==> src/rtl/indicator_shift_out_if.sv <==
// indicator_shift_out_if: indicator frame stream in, three-wire LED chain out
interface indicator_shift_out_if #(
    parameter int width = 32
);
    logic             i_valid;
    logic             i_ready;
    logic [width-1:0] i_array;
    logic             o_sclk;
    logic             o_sdata;
    logic             o_latch;
    modport master (output i_valid, i_array, input i_ready, o_sclk, o_sdata, o_latch);
    modport slave  (input i_valid, i_array, output i_ready, o_sclk, o_sdata, o_latch);
endinterface

==> src/rtl/indicator_shift_out.sv <==
// indicator_shift_out: serializes one indicator frame MSB-first onto an sclk/sdata/latch LED chain
module indicator_shift_out #(
    parameter int width   = 32,
    parameter int clk_div = 4
) (
    input  logic                   clk,
    input  logic                   reset,
    indicator_shift_out_if.slave   bus
);
    localparam int PW = $clog2(clk_div + 1);
    localparam int BW = $clog2(width + 1);
    localparam logic [PW-1:0] PH_LAST  = PW'(clk_div - 1);
    localparam logic [BW-1:0] BIT_LAST = BW'(width - 1);

    typedef enum logic [1:0] {IDLE, SHIFT, LATCH} state_t;

    state_t           state_q, state_d;
    logic [PW-1:0]    ph_q, ph_d;
    logic [BW-1:0]    bit_q, bit_d;
    logic             hi_q, hi_d;
    logic [width-1:0] sr_q, sr_d;
    logic             sclk_q, sdata_q, latch_q;
    logic             ph_end;

    assign ph_end      = ph_q == PH_LAST;
    assign bus.i_ready = state_q == IDLE;
    assign bus.o_sclk  = sclk_q;
    assign bus.o_sdata = sdata_q;
    assign bus.o_latch = latch_q;

    always_comb begin
        state_d = state_q;
        ph_d    = ph_q;
        bit_d   = bit_q;
        hi_d    = hi_q;
        sr_d    = sr_q;
        case (state_q)
            IDLE: if (bus.i_valid) begin
                state_d = SHIFT;
                sr_d    = bus.i_array;
                ph_d    = '0;
                bit_d   = '0;
                hi_d    = 1'b0;
            end
            SHIFT: begin
                ph_d = ph_end ? '0 : ph_q + 1'b1;
                if (ph_end) begin
                    hi_d = !hi_q;
                    // a bit completes at the end of its high half-period
                    if (hi_q) begin
                        sr_d    = sr_q << 1;
                        bit_d   = bit_q + 1'b1;
                        state_d = (bit_q == BIT_LAST) ? LATCH : SHIFT;
                    end
                end
            end
            LATCH: begin
                ph_d    = ph_end ? '0 : ph_q + 1'b1;
                state_d = ph_end ? IDLE : LATCH;
            end
            default: state_d = IDLE;
        endcase
    end

    // outputs are registered from next-state so they line up with the state they describe
    always_ff @(posedge clk) begin
        if (reset) begin
            state_q <= IDLE;
            ph_q    <= '0;
            bit_q   <= '0;
            hi_q    <= 1'b0;
            sr_q    <= '0;
            sclk_q  <= 1'b0;
            sdata_q <= 1'b0;
            latch_q <= 1'b0;
        end else begin
            state_q <= state_d;
            ph_q    <= ph_d;
            bit_q   <= bit_d;
            hi_q    <= hi_d;
            sr_q    <= sr_d;
            sclk_q  <= (state_d == SHIFT) && hi_d;
            sdata_q <= (state_d == SHIFT) && sr_d[width-1];
            latch_q <= state_d == LATCH;
        end
    end
endmodule

==> src/flat_wrapper.sv <==
// flat-port wrapper written by rule: the top's interface ports become plain ports
module indicator_shift_out_flat 
#(
    parameter int width   = 32,
    parameter int clk_div = 4
)
  (clk, reset, bus_i_valid, bus_i_array, bus_i_ready, bus_o_sclk, bus_o_sdata, bus_o_latch);
  indicator_shift_out_if #(.width(width)) bus_i ();
  input  logic clk;
  input  logic reset;
  input wire logic [$bits(bus_i.i_valid)-1:0] bus_i_valid;
  input wire logic [$bits(bus_i.i_array)-1:0] bus_i_array;
  output wire logic [$bits(bus_i.i_ready)-1:0] bus_i_ready;
  output wire logic [$bits(bus_i.o_sclk)-1:0] bus_o_sclk;
  output wire logic [$bits(bus_i.o_sdata)-1:0] bus_o_sdata;
  output wire logic [$bits(bus_i.o_latch)-1:0] bus_o_latch;
  assign bus_i.i_valid = bus_i_valid;
  assign bus_i.i_array = bus_i_array;
  assign bus_i_ready = bus_i.i_ready;
  assign bus_o_sclk = bus_i.o_sclk;
  assign bus_o_sdata = bus_i.o_sdata;
  assign bus_o_latch = bus_i.o_latch;
  indicator_shift_out #(.width(width), .clk_div(clk_div)) u_core (.clk(clk), .reset(reset), .bus(bus_i));
endmodule
==> config.mk <==
export PLATFORM = sky130hd
export DESIGN_NAME = indicator_shift_out_flat
export DESIGN_NICKNAME = d
export VERILOG_FILES = /design/src/rtl/indicator_shift_out_if.sv /design/src/rtl/indicator_shift_out.sv /design/src/flat_wrapper.sv
export SDC_FILE = /design/constraint.sdc
export NUM_CORES = 1
export LEC_CHECK = 0
export BUFFER_PORTS_ARGS = -buffer_cell sky130_fd_sc_hd__buf_2
export CORE_MARGIN = 2
export CORE_UTILIZATION = 52
export DETAILED_ROUTE_END_ITERATION = 12
export MAX_ROUTING_LAYER = met4
export PLACE_DENSITY_LB_ADDON = 0.12
export RECOVER_POWER = 25
export SYNTH_ARGS = -nofsm -noshare
export SYNTH_HDL_FRONTEND = slang
export SYNTH_SLANG_ARGS = --single-unit
==> constraint.sdc <==
create_clock -name clk -period 6.2 [get_ports clk]
set_input_delay 0 -clock clk [delete_from_list [all_inputs] [get_ports clk]]
set_output_delay 0 -clock clk [all_outputs]
set_load 0.02 [all_outputs]
==> impl_metrics.yaml, run 1 <==
setup_path:
  r2r_start: "u_core.state_q[1]"
  crit_required_ns: 6.36
  r2r_slack_ns: 3.16
  path_max_fanout: 34
  start_kind: "flop"
  r2r_end: "u_core.bit_q[0]"
  critPathArrivalTime_ns: 3.20
  endpoint_kind: "flop"
  ff2ff_path_depth: 7
  path_class: "flop to flop"
placement:
  dp_hpwl_um: 2811
  gp_congestion: 0.9231
  placed_cell_area_um2: 2255
  placedCellCount: 299
  place.port_buffers: 38
pwr:
  powerDensity_nw_per_um2: 285.8
  p_leak_nw: 0.9159
  p_total_mw: 0.6763
  irDropWorstVdd_mv: 0.1654
detailed_routing:
  routed_wl_um: 4471
  avgViaCountPerCell: 6.006
  drt_iter0_drc: 178
  dr.pass1.iters: 5
  wl_per_cell_um: 14.47
  ant_nets: 0
  via_count: 1856
  drc: 0
min_path:
  holdPathEnd: "u_core.sr_q[8]"
  hold_class: "input port to flop"
  hold_depth: 3
  hold_start: "bus_i_array[8]"
final_layout:
  area_delta_synth_final_pct: 14.47
  multi_input_area_um2: 1013
  seqCellArea_um2: 940.9
  finalNonFillerCells: 309
  final_cell_area_um2: 2366
  num_antenna_cells: 0
  drive_gt1_share_pct: 16.48
  fill_cells: 327
  final_nets: 302
  final_util_pct: 63.20
global_route:
  grt_pass1_wl_um: 7355
  grt_use_total_pct: 21.88
  grt_pass1_vias: 1644
  grt_antenna_before_repair: 0
  overflow: 0
  grt_max_degree: 44
clock_tree:
  cts_tree: "done"
  cts_root_buffer: "clkbuf_8"
  cts.sinks: 47
  cts_buffer_depth: 2
  numCtsBuffers: 5
  htree_levels: 2
  cts.clk_slew.worst_paths_ns: 0.08
  insertion_delay_ns: 0.30
floorplanning:
  core_area_um2: 3744
  num_io_pins: 39
  die-area_um2: 4495
  rows: 22
  start_util_pct: 55.21
  die_x_um: 67.05
  dieHeight_um: 67.05
synthesis:
  synth.cell_area_um2: 2067
  synthCells: 232
  synthFlopType: "dfxtp_1"
  mappedNetlistNets: 273
  synth_edf_count: 0
  ys_seq_area_share_pct: 45.52
  ys_ff_latch: 47
  ys.warnings.count: 0
  async_reset_ff_share_pct: 0
  postSynthAreaPerCell_um2: 8.909
  yosysUniqueCellTypes: 39
sta:
  rsz0062_at_grt: "no"
  worst_pin_slew_ns: 1.532
  final.setup_skew_ns: 0.007168
  setup-tns-final_ns: 0
  post-route-min-period_ns: 3.038
  timing.fmax_ghz: 0.3292
  period_share_pct: 49.00
  finalHoldViolCount: 0
  finalSetupViolations: 0
  slew_headroom_pct: -2.121
  drv_slew: 35
job:
  maxCapViolations: 1
outcome:
  outcome: "complete, but fails checks"
  violations: "capacitance limit, slew limit"
## logic make-up after synthesis
logic type / share of synthesized area [%]
AOI/OAI and AO/OA: 21.85
xor gates and xnor gates: 1.271
adders and majority gates: 3.632
buffers and inverters: 5.327
DFF: 45.52
muxes: 0.9686
and+or+nand+nor: 21.43
## per-layer routing
layer | vias to the layer above | track usage, % | wire, µm
met5 | - | - | 0
met4 | 0 | 6.888 | 57
met3 | 8 | 5.236 | 160
met2 | 38 | 34.16 | 1988
met1 | 886 | 27.95 | 2264
li1 | 924 | - | -
## metrics by stage
stage                     setup slack, ns  hold WS [ns]
after global routing                2.947     0.0002409
after CTS                           3.488      0.001043
after detailed placement            3.520        0.2642
after global placement              3.594        0.2743
after floorplan                     4.091        0.1519
final                               3.162      0.001873
## final cells by class
type                       instances  share of cell area [%]
timing repair buffer              43                   9.572
multi-input combinational        158                   42.83
inverter                           6                  0.9519
tap                               48                   2.538
sequential                        47                   39.77
clock inverter                     1                   1.269
clock buffer                       6                   3.067
## worst max-delay path, cell delays in order (launching register included)
cell      delay, ns
dfxtp_1        0.36
inv_1          0.09
ha_1           0.50
nor2_1         0.23
a211oi_4       0.23
clkbuf_1       1.13
mux2i_1        0.30
nor2_1         0.06
## layout by cell type (no fill, tap or decap), drive strengths merged, types with 2 or more instances in the layout
| master | count |
|---|---|
| dfxtp | 47 |
| nor2 | 39 |
| buf | 35 |
| nor3 | 34 |
| a221oi | 30 |
| clkbuf | 11 |
| inv | 6 |
| ha | 6 |
| a21oi | 5 |
| nand2 | 4 |
| a211oi | 4 |
| nand3 | 3 |
| xnor2 | 3 |
| dlygate4sd3 | 3 |
| a21o | 2 |
| o21ai | 2 |
| and3 | 2 |
| o2111ai | 2 |
| a2111oi | 2 |
| mux2i | 2 |
| and2 | 2 |
## cells in the mapped netlist (all sizes together), types with 2 or more instances
| master | number | area [µm²] |
|---|---|---|
| a211oi | 4 | 35.03 |
| a21oi | 5 | 25.02 |
| dfxtp | 47 | 940.9 |
| and2 | 2 | 12.52 |
| buf | 2 | 16.26 |
| o2111ai | 2 | 17.52 |
| nor3 | 34 | 170.2 |
| inv | 6 | 22.52 |
| nand2 | 4 | 15.01 |
| xnor2 | 3 | 26.28 |
| o21ai | 2 | 10.01 |
| a2111oi | 2 | 17.52 |
| and3 | 2 | 12.51 |
| ha | 6 | 75.07 |
| a221oi | 30 | 262.8 |
| mux2i | 2 | 20.02 |
| nor2 | 39 | 146.4 |
| a21o | 2 | 15.01 |
| clkbuf | 19 | 71.32 |
| nand3 | 3 | 15.01 |
## registers in the layout (all words and copies together), names as in the netlist
name,cells
u_core.bus.o_sclk,1
u_core.bus.o_latch,1
u_core.bus.o_sdata,1
u_core.bit_q,6
u_core.hi_q,1
u_core.sr_q,32
u_core.ph_q,3
u_core.state_q,2
## report_power, final
part	total (mW)	leakage (nW)	switching (mW)	internal (mW)
registers	0.343	0.386	0.0146	0.329
logic	0.119	0.479	0.0697	0.0496
clock network	0.214	0.0513	0.0955	0.118
## worst max path at each step
stage / startpoint / endpoint / depth (start not counted)
after floorplan: u_core.state_q[0] / u_core.bit_q[5] / 8
after global placement: u_core.state_q[1] / u_core.bit_q[5] / 6
after detailed placement: u_core.state_q[1] / u_core.bit_q[5] / 6
after CTS: u_core.state_q[1] / u_core.bit_q[5] / 6
after global routing: u_core.state_q[1] / u_core.bit_q[0] / 7
final: u_core.state_q[1] / u_core.bit_q[0] / 7
## what timing repair did
item,4_1_cts,5_1_grt
hold buffers,3,0
endpoints found under the hold margin,3,0
gates resized for setup,0,0
setup endpoints to repair,0,0
setup buffers,0,0
No activity file was read; power rests on OpenSTA's default activity.
==> run 2, diff against run 1 <==
Settings changed: CORE_UTILIZATION 52 to 49.
Clock period 6.2 ns to 2.69 ns, I/O delays scaled along.
==> run 2 against run 1 <==
Compared with the run above: the flow finishes with violations (hold timing); core utilization decreased by 1.6 points; final cell count up 4.5%; maximum frequency increased by 38%; critical endpoint is now u_core.bus.o_latch; largest cell class unchanged; largest power group unchanged.
==> impl_metrics.yaml, run 2 (synthesis results as in run 1) <==
sta:
  final.setup_skew_ns: 0.005204
  drv_slew: 0
  worst_pin_slew_ns: 0.8051
  timing.hold.ws_ns: -0.008561
  finalSetupViolations: 0
  timing.fmax_ghz: 0.4538
  period_share_pct: 81.92
  post-route-min-period_ns: 2.204
  setup-tns-final_ns: 0
  finalHoldViolCount: 3
  rsz0062_at_grt: "no"
  slew_headroom_pct: 46.32
  finalWorstSetupSlack_ns: 0.4864
min_path:
  hold_depth: 3
  hold_class: "input port to flop"
  holdPathEnd: "u_core.sr_q[8]"
  hold_start: "bus_i_array[8]"
setup_path:
  path_max_fanout: 10
  crit_required_ns: 2.91
  ff2ff_path_depth: 5
  r2r_start: "u_core.ph_q[0]"
  critPathArrivalTime_ns: 2.42
  start_kind: "flop"
  path_class: "flop to flop"
  r2r_slack_ns: 0.49
  r2r_end: "u_core.bus.o_latch"
  endpoint_kind: "flop"
global_route:
  grt_pass1_wl_um: 7624
  grt.busiest_layer: "met2"
  grt_use_total_pct: 22.30
  gr-usage-met2_pct: 34.38
  grt_antenna_before_repair: 0
  overflow: 0
  grt_max_degree: 44
  grt_pass1_vias: 1671
  grtUsageMet3_pct: 4.870
  use_met1_pct: 28.76
final_layout:
  reg_top3: "u_core.sr_q (32), u_core.bit_q (6), u_core.ph_q (3)"
  final_cell_area_um2: 2482
  fill_cells: 372
  largest_register_ffs: 32
  final_cell_mix: "47 x dfxtp_1, 38 x nor2_1, 34 x nor3_1, 34 x buf_2, 30 x a221oi_1"
  drive_gt1_share_pct: 17.58
  largest_register: "u_core.sr_q"
  num_antenna_cells: 0
  final_nets: 314
  area_delta_synth_final_pct: 20.10
  final_common_cell: "dfxtp_1"
detailed_routing:
  wl_per_cell_um: 14.60
  routed_wl_um: 4717
  drc: 0
  via_count: 1873
  avgViaCountPerCell: 5.799
  dr.pass1.iters: 4
  drt_iter0_drc: 124
  ant_nets: 0
placement:
  gp_congestion: 0.7347
  dp_hpwl_um: 2962
  place.port_buffers: 38
  placed_cell_area_um2: 2287
  pre_cts_slack_ns: 0.6085
clock_tree:
  insertion_delay_ns: 0.30
  cts.clk_slew.worst_paths_ns: 0.08
  cts_buffer_depth: 2
  cts.sinks: 47
  cts_tree: "done"
  numCtsBuffers: 5
  postCtsResizedCells: 0
  cts_root_buffer: "clkbuf_8"
  htree_levels: 2
job:
  maxCapViolations: 0
pwr:
  powerDensity_nw_per_um2: 638.7
  p_leak_nw: 0.9680
  irDropWorstVdd_mv: 0.3576
floorplanning:
  core_area_um2: 4029
  dieHeight_um: 68.95
  rows: 23
  num_io_pins: 39
  start_util_pct: 51.30
  die-area_um2: 4754
  die_x_um: 68.95
outcome:
  outcome: "complete, but fails checks"
  violations: "hold timing"
run 2: cell types whose count changed in the layout (fill, tap and decap cells not counted), sizes merged:
cell,previous run,this run
clkinvlp,0,1
clkbuf,11,10
buf,35,39
dlygate4sd3,3,11
run 2: critical path, cell delays in order, from the launching register on:
cell,delay [ns]
dfxtp_1,0.35
ha_1,0.22
nand3b_1,0.37
nor4_1,0.65
o31a_1,0.29
nor4b_1,0.22
run 2: power by group:
group / internal [mW] / switching, mW
clock network: 0.272 / 0.234
logic: 0.125 / 0.162
registers: 0.758 / 0.0346
total: 1.15 / 0.431
run 2: final cells by class:
cell class / count / area, µm² / share of cell area, %
Tap cell: 50 / 62.56 / 2.520
Sequential cell: 47 / 940.9 / 37.90
Clock buffer: 5 / 68.82 / 2.772
Timing Repair Buffer: 55 / 336.6 / 13.56
Clock inverter: 2 / 37.54 / 1.512
Inverter: 6 / 22.52 / 0.9073
Multi-Input combinational cell: 158 / 1013 / 40.83
run 2: worst max path at each step:
stage	from	to	slack, ns	cells past startpoint
floorplan	u_core.state_q[0]	u_core.bit_q[5]	0.58	8
global placement	u_core.state_q[0]	u_core.bus.o_sdata	0.70	6
global route	u_core.ph_q[0]	u_core.bus.o_sdata	0.27	5
finish	u_core.ph_q[0]	u_core.bus.o_latch	0.49	5
CTS	u_core.state_q[0]	u_core.bus.o_sdata	0.58	6
detailed placement	u_core.state_q[0]	u_core.bus.o_sdata	0.61	6
run 2: repair_timing:
item,4_1_cts,5_1_grt
endpoints found under the hold margin,11,0
setup buffers,0,0
hold buffers,11,0
run 2: per-layer routing:
| layer | wire length, µm | vias up |
|---|---|---|
| li1 | - | 949 |
| met1 | 2232 | 874 |
| met2 | 2222 | 44 |
| met3 | 190 | 6 |
| met4 | 73 | 0 |
| met5 | 0 | - |
run 2: per-stage QoR:
stage / total power [mW] / hold slack (ns) / utilization (%) / instances
2_1_floorplan: 1.006 / 0.1519 / - / 232
3_3_place_gp: 1.083 / 0.2691 / 56.77 / 305
3_5_place_dp: 1.086 / 0.2818 / 56.77 / 305
4_1_cts: 1.602 / 0.0004940 / 62.14 / 323
5_1_grt: 1.664 / 0.01551 / 61.61 / 323
6_report: 1.586 / -0.008561 / 61.61 / 323
